--- config.mk ---
export PLATFORM = sky130hd
export DESIGN_NAME = lc3_fetch_decode
export DESIGN_NICKNAME = d
export VERILOG_FILES = /design/src/rtl/lc3_fetch_decode.sv
export SDC_FILE = /design/constraint.sdc
export NUM_CORES = 1
export LEC_CHECK = 0
export ABC_AREA = 1
export CELL_PAD_IN_SITES_DETAIL_PLACEMENT = 0
export CELL_PAD_IN_SITES_GLOBAL_PLACEMENT = 1
export CORE_MARGIN = 2
export CORE_UTILIZATION = 34
export CTS_CLUSTER_DIAMETER = 50
export CTS_CLUSTER_SIZE = 28
export DETAILED_ROUTE_END_ITERATION = 16
export PLACE_DENSITY = 0.79
export SETUP_SLACK_MARGIN = 0.5
export SLEW_MARGIN = 5
export SYNTH_ARGS = -nofsm -noshare
export SYNTH_HDL_FRONTEND = slang
export SYNTH_SLANG_ARGS = --single-unit
--- constraint.sdc ---
create_clock -name clk -period 1.69 [get_ports clk]
set_clock_uncertainty 0.05 [all_clocks]
set_input_delay 0.4225 -clock clk [delete_from_list [all_inputs] [get_ports clk]]
set_output_delay 0.4225 -clock clk [all_outputs]
set_load 0.1 [all_outputs]
--- src/rtl/lc3_fetch_decode.sv ---
// LC-3 instruction fetch and decode front end. It runs an IDLE/READ/HOLD handshake
// between the control FSM and instruction memory, and presents the decoded instruction.
module lc3_fetch_decode #(
    parameter logic [15:0] RESET_PC = 16'h3000,
    parameter int          TIMEOUT  = 16
) (
    input  logic        clk,
    input  logic        rst,
    input  logic        fetch_req,
    input  logic [15:0] pc_in,
    output logic        mem_rd,
    output logic [15:0] mem_addr,
    input  logic [15:0] mem_rdata,
    input  logic        mem_rdy,
    output logic [15:0] ir,
    output logic [4:0]  opcode,
    output logic [15:0] pc_next,
    output logic        dec_valid,
    input  logic        dec_ack,
    output logic        illegal,
    output logic        fetch_err
);

    typedef enum logic [1:0] {IDLE, READ, HOLD} state_t;

    localparam logic [15:0] WAIT_LAST = 16'(TIMEOUT - 1);

    state_t      state_q, state_d;
    logic [15:0] addr_q, addr_d;
    logic [15:0] wait_q, wait_d;
    logic [15:0] ir_q, ir_d;
    logic [4:0]  opcode_q, opcode_d;
    logic [15:0] pc_next_q, pc_next_d;
    logic        illegal_q, illegal_d;
    logic        fetch_err_d;

    // JSR/JSRR share opcode 0100 and JMP/RET share 1100; the sub-fields split them.
    function automatic logic [4:0] decode_op(input logic [15:0] insn);
        case (insn[15:12])
            4'b0100: decode_op = insn[11] ? 5'd4 : 5'd16;
            4'b1100: decode_op = (insn[8:6] == 3'b111) ? 5'd17 : 5'd12;
            default: decode_op = {1'b0, insn[15:12]};
        endcase
    endfunction

    always_comb begin
        state_d     = state_q;
        addr_d      = addr_q;
        wait_d      = wait_q;
        ir_d        = ir_q;
        opcode_d    = opcode_q;
        pc_next_d   = pc_next_q;
        illegal_d   = illegal_q;
        fetch_err_d = 1'b0;
        case (state_q)
            IDLE: begin
                if (fetch_req) begin
                    addr_d  = pc_in;
                    wait_d  = 16'd0;
                    state_d = READ;
                end
            end
            READ: begin
                if (mem_rdy) begin
                    ir_d      = mem_rdata;
                    opcode_d  = decode_op(mem_rdata);
                    illegal_d = (mem_rdata[15:12] == 4'b1101);
                    pc_next_d = addr_q + 16'd1;
                    wait_d    = 16'd0;
                    state_d   = HOLD;
                end else if (wait_q == WAIT_LAST) begin
                    fetch_err_d = 1'b1;
                    wait_d      = 16'd0;
                    state_d     = IDLE;
                end else begin
                    wait_d = wait_q + 16'd1;
                end
            end
            HOLD: begin
                // Accepting a new request together with the ack avoids an IDLE bubble.
                if (dec_ack) begin
                    if (fetch_req) begin
                        addr_d  = pc_in;
                        wait_d  = 16'd0;
                        state_d = READ;
                    end else begin
                        state_d = IDLE;
                    end
                end
            end
            default: state_d = IDLE;
        endcase
    end

    always_ff @(posedge clk) begin
        if (rst) begin
            state_q   <= IDLE;
            addr_q    <= RESET_PC;
            wait_q    <= 16'd0;
            ir_q      <= 16'h0000;
            opcode_q  <= 5'd0;
            pc_next_q <= 16'h0000;
            illegal_q <= 1'b0;
        end else begin
            state_q   <= state_d;
            addr_q    <= addr_d;
            wait_q    <= wait_d;
            ir_q      <= ir_d;
            opcode_q  <= opcode_d;
            pc_next_q <= pc_next_d;
            illegal_q <= illegal_d;
        end
    end

    assign mem_rd    = (state_q == READ);
    assign mem_addr  = addr_q;
    assign dec_valid = (state_q == HOLD);
    assign ir        = ir_q;
    assign opcode    = opcode_q;
    assign pc_next   = pc_next_q;
    assign illegal   = illegal_q;
    assign fetch_err = fetch_err_d;

endmodule

# ---- Yosys cells after proc, flatten, opt, wreduce, memory -nomap -nowiden
# Cells that the tools add are included.
# W data, S select, Z words.
dict set report totals {
  register_bits 72
  in_bits 37
  output_inout_bits 57
  wordCells 46
}
dict set report op_classes {
  addsub 2
  n_eq_ne 10
  n_mux 20
  n_reduce_logical 7
}
# op n
set ops {}
lappend ops {{$mux W16} 6}
lappend ops {{$pmux W16 S3} 1}
lappend ops {{$add A16 B1 Y16 const B} 2}
lappend ops {{$pmux W16 S2} 1}
lappend ops {{$eq A16 B4 Y1 const B} 1}
lappend ops {{$mux W5} 2}
lappend ops {{$pmux W5 S2} 1}
lappend ops {{$eq A4 B4 Y1 const B} 2}
lappend ops {{$mux W2} 4}
lappend ops {{$pmux W2 S3} 1}
lappend ops {{$reduce_and A2 Y1} 3}
lappend ops {{$eq A4 B3 Y1 const B} 1}
lappend ops {{$mux W1} 4}
lappend ops {{$eq A3 B3 Y1 const B} 1}
lappend ops {{$ne A3 B1 Y1 const B} 1}
lappend ops {{$reduce_and A3 Y1} 1}
lappend ops {{$reduce_bool A3 Y1} 1}
lappend ops {{$eq A2 B1 Y1 const B} 1}
lappend ops {{$eq A2 B2 Y1 const B} 1}
lappend ops {{$logic_not A2 Y1} 1}
lappend ops {{$ne A2 B1 Y1 const B} 1}
lappend ops {{$ne A2 B2 Y1 const B} 1}
lappend ops {{$reduce_bool A2 Y1} 1}

# ---- Logic depth before layout (Yosys ltp)
# Gate-level depths: netlist (run 1).
dict set report logic_depth {
  depth_word 4
  mapped_depth 10
  ltp_nobuf 10
}

# ---- Worst setup path before layout (run 1)
# Ideal clock, no wire load.
dict set report synth_timing {
  path_kind {reg-to-output}
  startpoint {register state_q[0]}
  endpoint {output port fetch_err}
  arrival_ns 2.515
  path_slack_ns -1.297
  stages_incl_launch_ff 7
  n_path_buf 0
  path_cell_list {dfxtp_1 inv_2 nor2_4 inv_2 nor2_4 inv_1 nor2_1}
}
dict set report synth_via {
  elab_chain_len 2
}
# element line_no
set synth_rtl {}
lappend synth_rtl {{from (decl)} 28} ;# state_t state_q, state_d;
lappend synth_rtl {{from (signal assigned)} 105} ;# state_q <= state_d;
lappend synth_rtl {{$eq A2 B1 Y1} n/a}
lappend synth_rtl {{net mem_rd} 11} ;# output logic mem_rd,
lappend synth_rtl {{$mux W1} 55} ;# case (state_q)
lappend synth_rtl {{to (decl)} 21} ;# output logic fetch_err
# The timed path passes the listed nets, and every way through them passes these cells.

# ---- Final worst setup path (run 1)
dict set report layout_timing {
  startpoint {register wait_q[1]}
  endpoint {output port fetch_err}
}
dict set report layout_via {
  elab_chain_len 4
}
# element line_no
set layout_rtl {}
lappend layout_rtl {{from (decl)} 30} ;# logic [15:0] wait_q, wait_d;
lappend layout_rtl {{from (signal assigned)} 107} ;# wait_q <= wait_d;
lappend layout_rtl {{$eq A16 B4 Y1} 71} ;# end else if (wait_q == WAIT_LAST) begin
lappend layout_rtl {{$mux W1} 71}
lappend layout_rtl {{$mux W1} 64} ;# if (mem_rdy) begin
lappend layout_rtl {{$mux W1} 55}
# Every way passes these cells.

==> results of run 1 <==
## power breakdown
| part | switching (mW) | leakage (nW) | total [mW] | internal (mW) |
|---|---|---|---|---|
| Combinational | 1.01 | 2.14 | 1.76 | 0.743 |
| Clock | 0.685 | 0.115 | 1.54 | 0.857 |
| Sequential | 0.111 | 0.620 | 1.89 | 1.77 |
## worst paths after layout
kind / from / endpoint / slack [ps]
worst min register to register: ir[8] / ir[8] / 440
worst max register to register: wait_q[7] / wait_q[15] / -160
worst max-delay path: wait_q[1] / fetch_err / -390
worst min-delay path: ir[8] / ir[8] / 440
## sequential cells by signal, summed over array words and instances, names as in the netlist
signal and flops:
mem_addr 16, ir 16, wait_q 16, illegal 1
pc_next 16, state_q 2, opcode 5
## critical path, cell delays in order (launching register included)
cell,delay [ps]
dfxtp_2,360
ha_4,160
nand2_4,60
nor4_4,270
nand2_2,100
nor2_4,130
buf_12,180
## cell usage in the layout (no fill, tap or decap), types with 4 or more instances in the layout
cell type        count
o21ai_2             14
o21bai_1             5
dfxtp_1             11
dfxtp_2             33
nand4_1              9
buf_8                7
o21a_1               5
nand3_2              6
a21oi_1             26
nor2_2              15
a21oi_2             16
nand2_1             74
buf_16               5
o21ai_0              5
o21ai_4              4
clkbuf_8            11
buf_6               24
buf_12              64
nor2_1              41
buf_4               71
inv_1               38
o211ai_1             5
dfxtp_4             28
nor3_1               7
xor2_1               5
nand2_4             11
clkdlybuf4s50_1     33
nand3_1             17
nor2_4              14
nand2_2             32
inv_2                5
## routing by layer
metal	GRT usage (%)	part of all wire (%)
met4	6.274	1.7
met5	0	0
met1	26.42	42
met3	8.118	7.0
met2	37.75	50
## what timing repair did
item                       in CTS  in global routing
buffers inserted               37                 23
gates resized for setup       151                 56
setup endpoints to repair     128                129
hold endpoints to repair        0                  0
pin swaps                      35                 26
hold buffers                    0                  0
cloned                          8                  0
## cell type report
type / count / share of cell area (%)
Multi-Input combinational cell: 336 / 31.10
Timing Repair inverter: 1 / 0.2300
Tap cell: 133 / 2.353
Timing Repair Buffer: 207 / 37.94
Clock buffer: 13 / 2.547
Clock inverter: 3 / 0.6368
Inverter: 45 / 2.742
Sequential cell: 72 / 22.45
## logic make-up after synthesis
logic type | Yosys count | share of synthesized area (%)
buffers and inverters | 61 | 7.427
xor gates and xnor gates | 7 | 2.033
and+or+nand+nor | 239 | 32.89
AOI/OAI and AO/OA | 87 | 14.34
DFF | 72 | 42.57
adders and majority gates | 2 | 0.7390
## through the flow
step                      TNS, ps  instances  utilization, %  hold slack, ps  instance area, µm²
after global placement      -4720        726           57.03           419.8                5549
after detailed placement    -6773        726           57.03           424.4                5549
after global routing        -3587        810           72.70           447.4                7073
after CTS                   -2457        787           68.67           434.2                6681
final                       -1919        810           72.70           435.1                7073
after floorplan             -1868        468               -           415.8                3580
==> results.cfg, run 1 <==
[finish]
layout.nets = 711
num_antenna_cells = 0
drive_gt1_share_pct = 56.28
n_fill_cell = 700
syn2layout_area_growth_pct = 108.9
seq_area_um2 = 1588
multiInputGateArea_um2 = 2200

[critical_path]
r2r_cells = 14
crit_type = flip-flop to primary output
cp.required_ps = 1220
critPathLaunchType = flip-flop
cp-end-kind = primary output
worstPathMaxFanout = 2
arrival_ps = 1610

[logic_synthesis]
synth_top_area_share_pct = 42.57
netlist_instances = 468
synth_nets = 507
synth.largest_area_cell = dfxtp_1
ys.flop_type = dfxtp_1
syn_area_per_cell_um2 = 7.235
synth_area_um2 = 3386
synth_edf_count = 0
synth_seq_cells = 72
synth_async_sr_flop_share_pct = 0
ys_seq_area_share_pct = 42.57
synth_warnings = 0
yosysUniqueCellTypes = 37
synth.area.top_cells = dfxtp_1, nand2_1, a21oi_1
synthMostInstantiatedCell = nand2_1
synthTopCellsByCount = nand2_1, dfxtp_1, nor2_1

[floorplanning]
die_w_um = 103.8
fp.dieH_um = 103.8
core_um2 = 9729
num_io_pins = 94
fp.dieArea_um2 = 10770
start_util_pct = 34.80
std_cell_rows = 36

[power_and_ir_drop]
finalPower_mw = 5.183
leakage_nw = 2.876
p_per_area_nw_per_um2 = 732.8
ir_worst_vdd_uv = 529.0

[route]
drtIter0Drc = 139
antenna_left = 0
drc_errors = 0
wl_um = 12080
routed_via_density = 4.816
vias = 3901
wl_per_cell_um = 14.91
first_pass_iters = 5

[clock_network]
cts_tree = built
clockRootBuffer = clkbuf_8
cts.sinks = 72
cts-buffers-inserted = 9
clockBufferDepth = 2
htree_levels = 3
worstSkewPairLatency_ps = 350
cts.clk_slew.worst_paths_ps = 80

[timing]
rsz0062_at_grt = true
max_clock_freq_mhz = 480.5
worst_pin_slew_ps = 403.5
max_slew_margin_pct = 73.00
period_minus_slack_ps = 2081
hold_violations = 0
finalCritPeriodShare_pct = 123.1
drv_slew = 0
setup_viol = 18
worst_slack_ps = -391.1

[global_route]
grt_pass1_vias = 3958
grt_usage_pct = 22.22
grt_first_pass_wirelength_um = 19380
gr-total-overflow = 0
antenna_found_initial = 0
grt_max_degree = 33

[outcome]
status = finished with violations
violations = setup timing

[job]
max_cap_violations = 0

[placement]
portBuffers = 93
routabilityCongestion = 0.8662
place_ws_ps = -170.8
hpwl_um = 7587

[hold_path]
hold_class = flip-flop to flip-flop
holdPathStages = 2
Power figures use the tool's default switching activity.
==> run 2, diff against run 1 <==
CELL_PAD_IN_SITES_DETAIL_PLACEMENT = 1   (was 0)
==> run 2 against run 1 <==
Against the previous run: the run now fails in 5_1_grt; area after synthesis did not move; synthesized cell count did not move.
==> results.cfg, run 2 <==
[outcome]
status = aborted with a tool error
stop_stage = 5_1_grt
tool.error = [ERROR GRT-0232] Routing congestion too high. Check the congestion heatmap in the GUI.

[logic_synthesis]
synth.area.top_cells = dfxtp_1, nand2_1, a21oi_1
yosysUniqueCellTypes = 37
synth_warnings = 0
synthMostInstantiatedCell = nand2_1
synthTopCellsByCount = nand2_1, dfxtp_1, nor2_1
synth_area_um2 = 3386
synth_top_area_share_pct = 42.57
synth_seq_cells = 72
ys.flop_type = dfxtp_1
synth_edf_count = 0
netlist_instances = 468
synth_async_sr_flop_share_pct = 0
synth.largest_area_cell = dfxtp_1
ys_seq_area_share_pct = 42.57
syn_area_per_cell_um2 = 7.235
synth_nets = 507

[timing]
crit_endpoint = fetch_err
worst_endpoint_kind = output port

[clock_network]
cts-buffers-inserted = 9
clockBufferDepth = 2
clockRootBuffer = clkbuf_8
cts.sinks = 72
holdBufCountCts = 0
htree_levels = 3

[placement]
routabilityCongestion = 0.8662
portBuffers = 93
place_ws_ps = -264.8
place_area_um2 = 5549
hpwl_um = 9271
dp_cells = 726

[global_route]
grt_max_degree = 33
gr-total-overflow = 127
antenna_found_initial = 1
grt_usage_pct = 76.33

[floorplanning]
fp.dieH_um = 103.8
std_cell_rows = 36
num_io_pins = 94
start_util_pct = 34.80
die_w_um = 103.8
## run 2: kinds of logic after synthesis
kind of cell / count (synthesis) / synth area share [%]
AO/OA/AOI/OAI: 87 / 14.34
XOR/XNOR: 7 / 2.033
adder cells (fa/ha/maj): 2 / 0.7390
buffers and inverters: 61 / 7.427
flip-flops: 72 / 42.57
AND/OR/NAND/NOR: 239 / 32.89
## run 2: per-stage QoR
step	utilization [%]	setup TNS (ps)
floorplan	-	-1868
global placement	57.03	-4720
detailed placement	57.03	-8222
CTS	74.49	-461.2
## run 2: what timing repair did
item | CTS
gates resized for setup | 274
pin swaps | 86
buffers inserted | 54
endpoints found under the setup margin | 129
gates cloned | 7
## run 2: layer usage
layer	overflow	track usage (%)
met3	0	54.37
met5	0	4.286
met4	63	86.58
met1	0	76.32
met2	64	94.99
==> run 3, diff against run 2 <==
CELL_PAD_IN_SITES_DETAIL_PLACEMENT = default   (was 1)
CELL_PAD_IN_SITES_GLOBAL_PLACEMENT = default   (was 1)
CORE_UTILIZATION = 31   (was 34)
CTS_CLUSTER_DIAMETER = default   (was 50)
CTS_CLUSTER_SIZE = default   (was 28)
PLACE_DENSITY = default   (was 0.79)
PLACE_DENSITY_LB_ADDON = 0.15   (was default)
SETUP_SLACK_MARGIN = default   (was 0.5)
==> run 3 against run 2 <==
Against the previous run: the flow now finishes, with violations (setup timing).
==> results.cfg, run 3 (synthesis gave the netlist of run 1 again) <==
[critical_path]
worstPathMaxFanout = 2
worstPathCellList = nor2_2 > nand2_2 > nor4_2 > nand2_1 > nor2_4 > buf_12
rrSetupSlack_ps = 150
arrival_ps = 1530
crit_slowest_cell = dfxtp_1
critPathLaunchType = flip-flop
critical_path.startpoint = wait_q[6]
worstReg2RegStart = wait_q[0]
cp.required_ps = 1220
crit_type = flip-flop to primary output
cp-end-kind = primary output
r2r_cells = 9
cpPeakStageDelay_ps = 340
rr_endpoint = wait_q[1]

[timing]
worst_slack_ps = -308.5
period_minus_slack_ps = 1998
finalCritPeriodShare_pct = 118.3
setup_viol = 1
max_clock_freq_mhz = 500.4
rsz0062_at_grt = true
max_slew_margin_pct = 70.56
hold_violations = 0
drv_slew = 0
tns_ps = -308.5
worst_pin_slew_ps = 438.2

[route]
drtIter0Drc = 166
wl_um = 9568
routed_via_density = 4.611
vias = 3421
wl_per_cell_um = 12.89
first_pass_iters = 5
antenna_left = 0
drc_errors = 0

[clock_network]
cts.clk_slew.worst_paths_ps = 90
worstSkewPairLatency_ps = 350
htree_levels = 3
clockRootBuffer = clkbuf_8
cts.sinks = 72
cts_tree = built
clockBufferDepth = 2
cts-buffers-inserted = 9

[floorplanning]
fp.dieH_um = 108.5
core_um2 = 10750
die_w_um = 108.5
start_util_pct = 31.51
std_cell_rows = 38
num_io_pins = 94
fp.dieArea_um2 = 11770

[placement]
hpwl_um = 7140
portBuffers = 93
place_ws_ps = -195.1
routabilityCongestion = 0.8550

[global_route]
grt_pass1_vias = 3377
grt_first_pass_wirelength_um = 15990
grt_usage_pct = 17.25
grt_max_degree = 33
gr-total-overflow = 0
antenna_found_initial = 0

[power_and_ir_drop]
finalPower_mw = 4.537
p_per_area_nw_per_um2 = 809.2
leakage_nw = 2.208
ir_worst_vdd_uv = 519.9

[hold_path]
min_from = mem_addr[0]
holdPathStages = 1
hold_class = flip-flop to flip-flop
min_to = pc_next[0]

[finish]
layout_commonest_cell = nand2_1
drive_gt1_share_pct = 30.56
syn2layout_area_growth_pct = 65.60
final_util_pct = 52.18
layout.nets = 636
final_cell_mix = nand2_1, buf_12, dfxtp_1, nor2_1
num_antenna_cells = 0

[outcome]
violations = setup timing
status = finished with violations

[job]
max_cap_violations = 0
-- run 3: layout make-up --
type                            instances  area, µm²
Clock buffer                           10      137.6
Multi-Input combinational cell        335       1760
Sequential cell                        72       1479
Timing Repair Buffer                  134       1834
Clock inverter                          6      51.30
Inverter                               45      168.9
Fill cell                            1052       5139
Tap cell                              140      175.2
-- run 3: how the worst max path moves through the flow --
stage                 to  slack (ps)  cells after the start
6_report       fetch_err        -310                      6
5_1_grt        fetch_err        -420                      6
4_1_cts        fetch_err        -330                      6
3_5_place_dp   fetch_err        -200                      5
3_3_place_gp   fetch_err        -190                      5
2_1_floorplan  fetch_err        -520                      6
-- run 3: metrics by stage --
step                      std cells  instance area [µm²]  hold WS [ps]
after floorplan                 468                 3457         415.8
after global placement          724                 5345         433.2
after detailed placement        724                 5345         437.6
after CTS                       741                 5570         453.0
after global routing            742                 5607         463.8
final                           742                 5607         451.3
-- run 3: report_power, final --
group	leakage (nW)	switching [mW]	internal, mW
Clock	0.0935	0.711	0.591
Sequential	0.594	0.117	1.78
Combinational	1.52	0.834	0.501
-- run 3: worst max-delay path, delay by kind of cell (launching register included) --
kind / cells / cell delay, ps
AND/OR/NAND/NOR: 5 / 660
buffers and inverters: 1 / 180
flip-flops: 1 / 340
-- run 3: timing repair --
| action | in CTS | in global routing |
|---|---|---|
| endpoints found under the setup margin | 2 | 15 |
| endpoints found under the hold margin | 0 | 0 |
| gates resized for setup | 9 | 7 |
| hold buffers | 0 | 0 |
| pin swaps | 4 | 0 |
| setup buffers | 1 | 1 |
-- run 3: routing by layer --
| layer | GRT usage (%) | share of wire (%) | vias to the layer above |
|---|---|---|---|
| li1 | - | - | 1778 |
| met1 | 21.82 | 45 | 1547 |
| met2 | 27.10 | 47 | 86 |
| met4 | 5.952 | 1.0 | 0 |
| met5 | 0 | 0 | - |
| met3 | 6.269 | 7.0 | 10 |
==> run 4, diff against run 3 <==
CTS_CLUSTER_SIZE = 40   (was default)
==> results of run 4 <==
The final DEF is identical to that of run 3; final timing and power are the same.
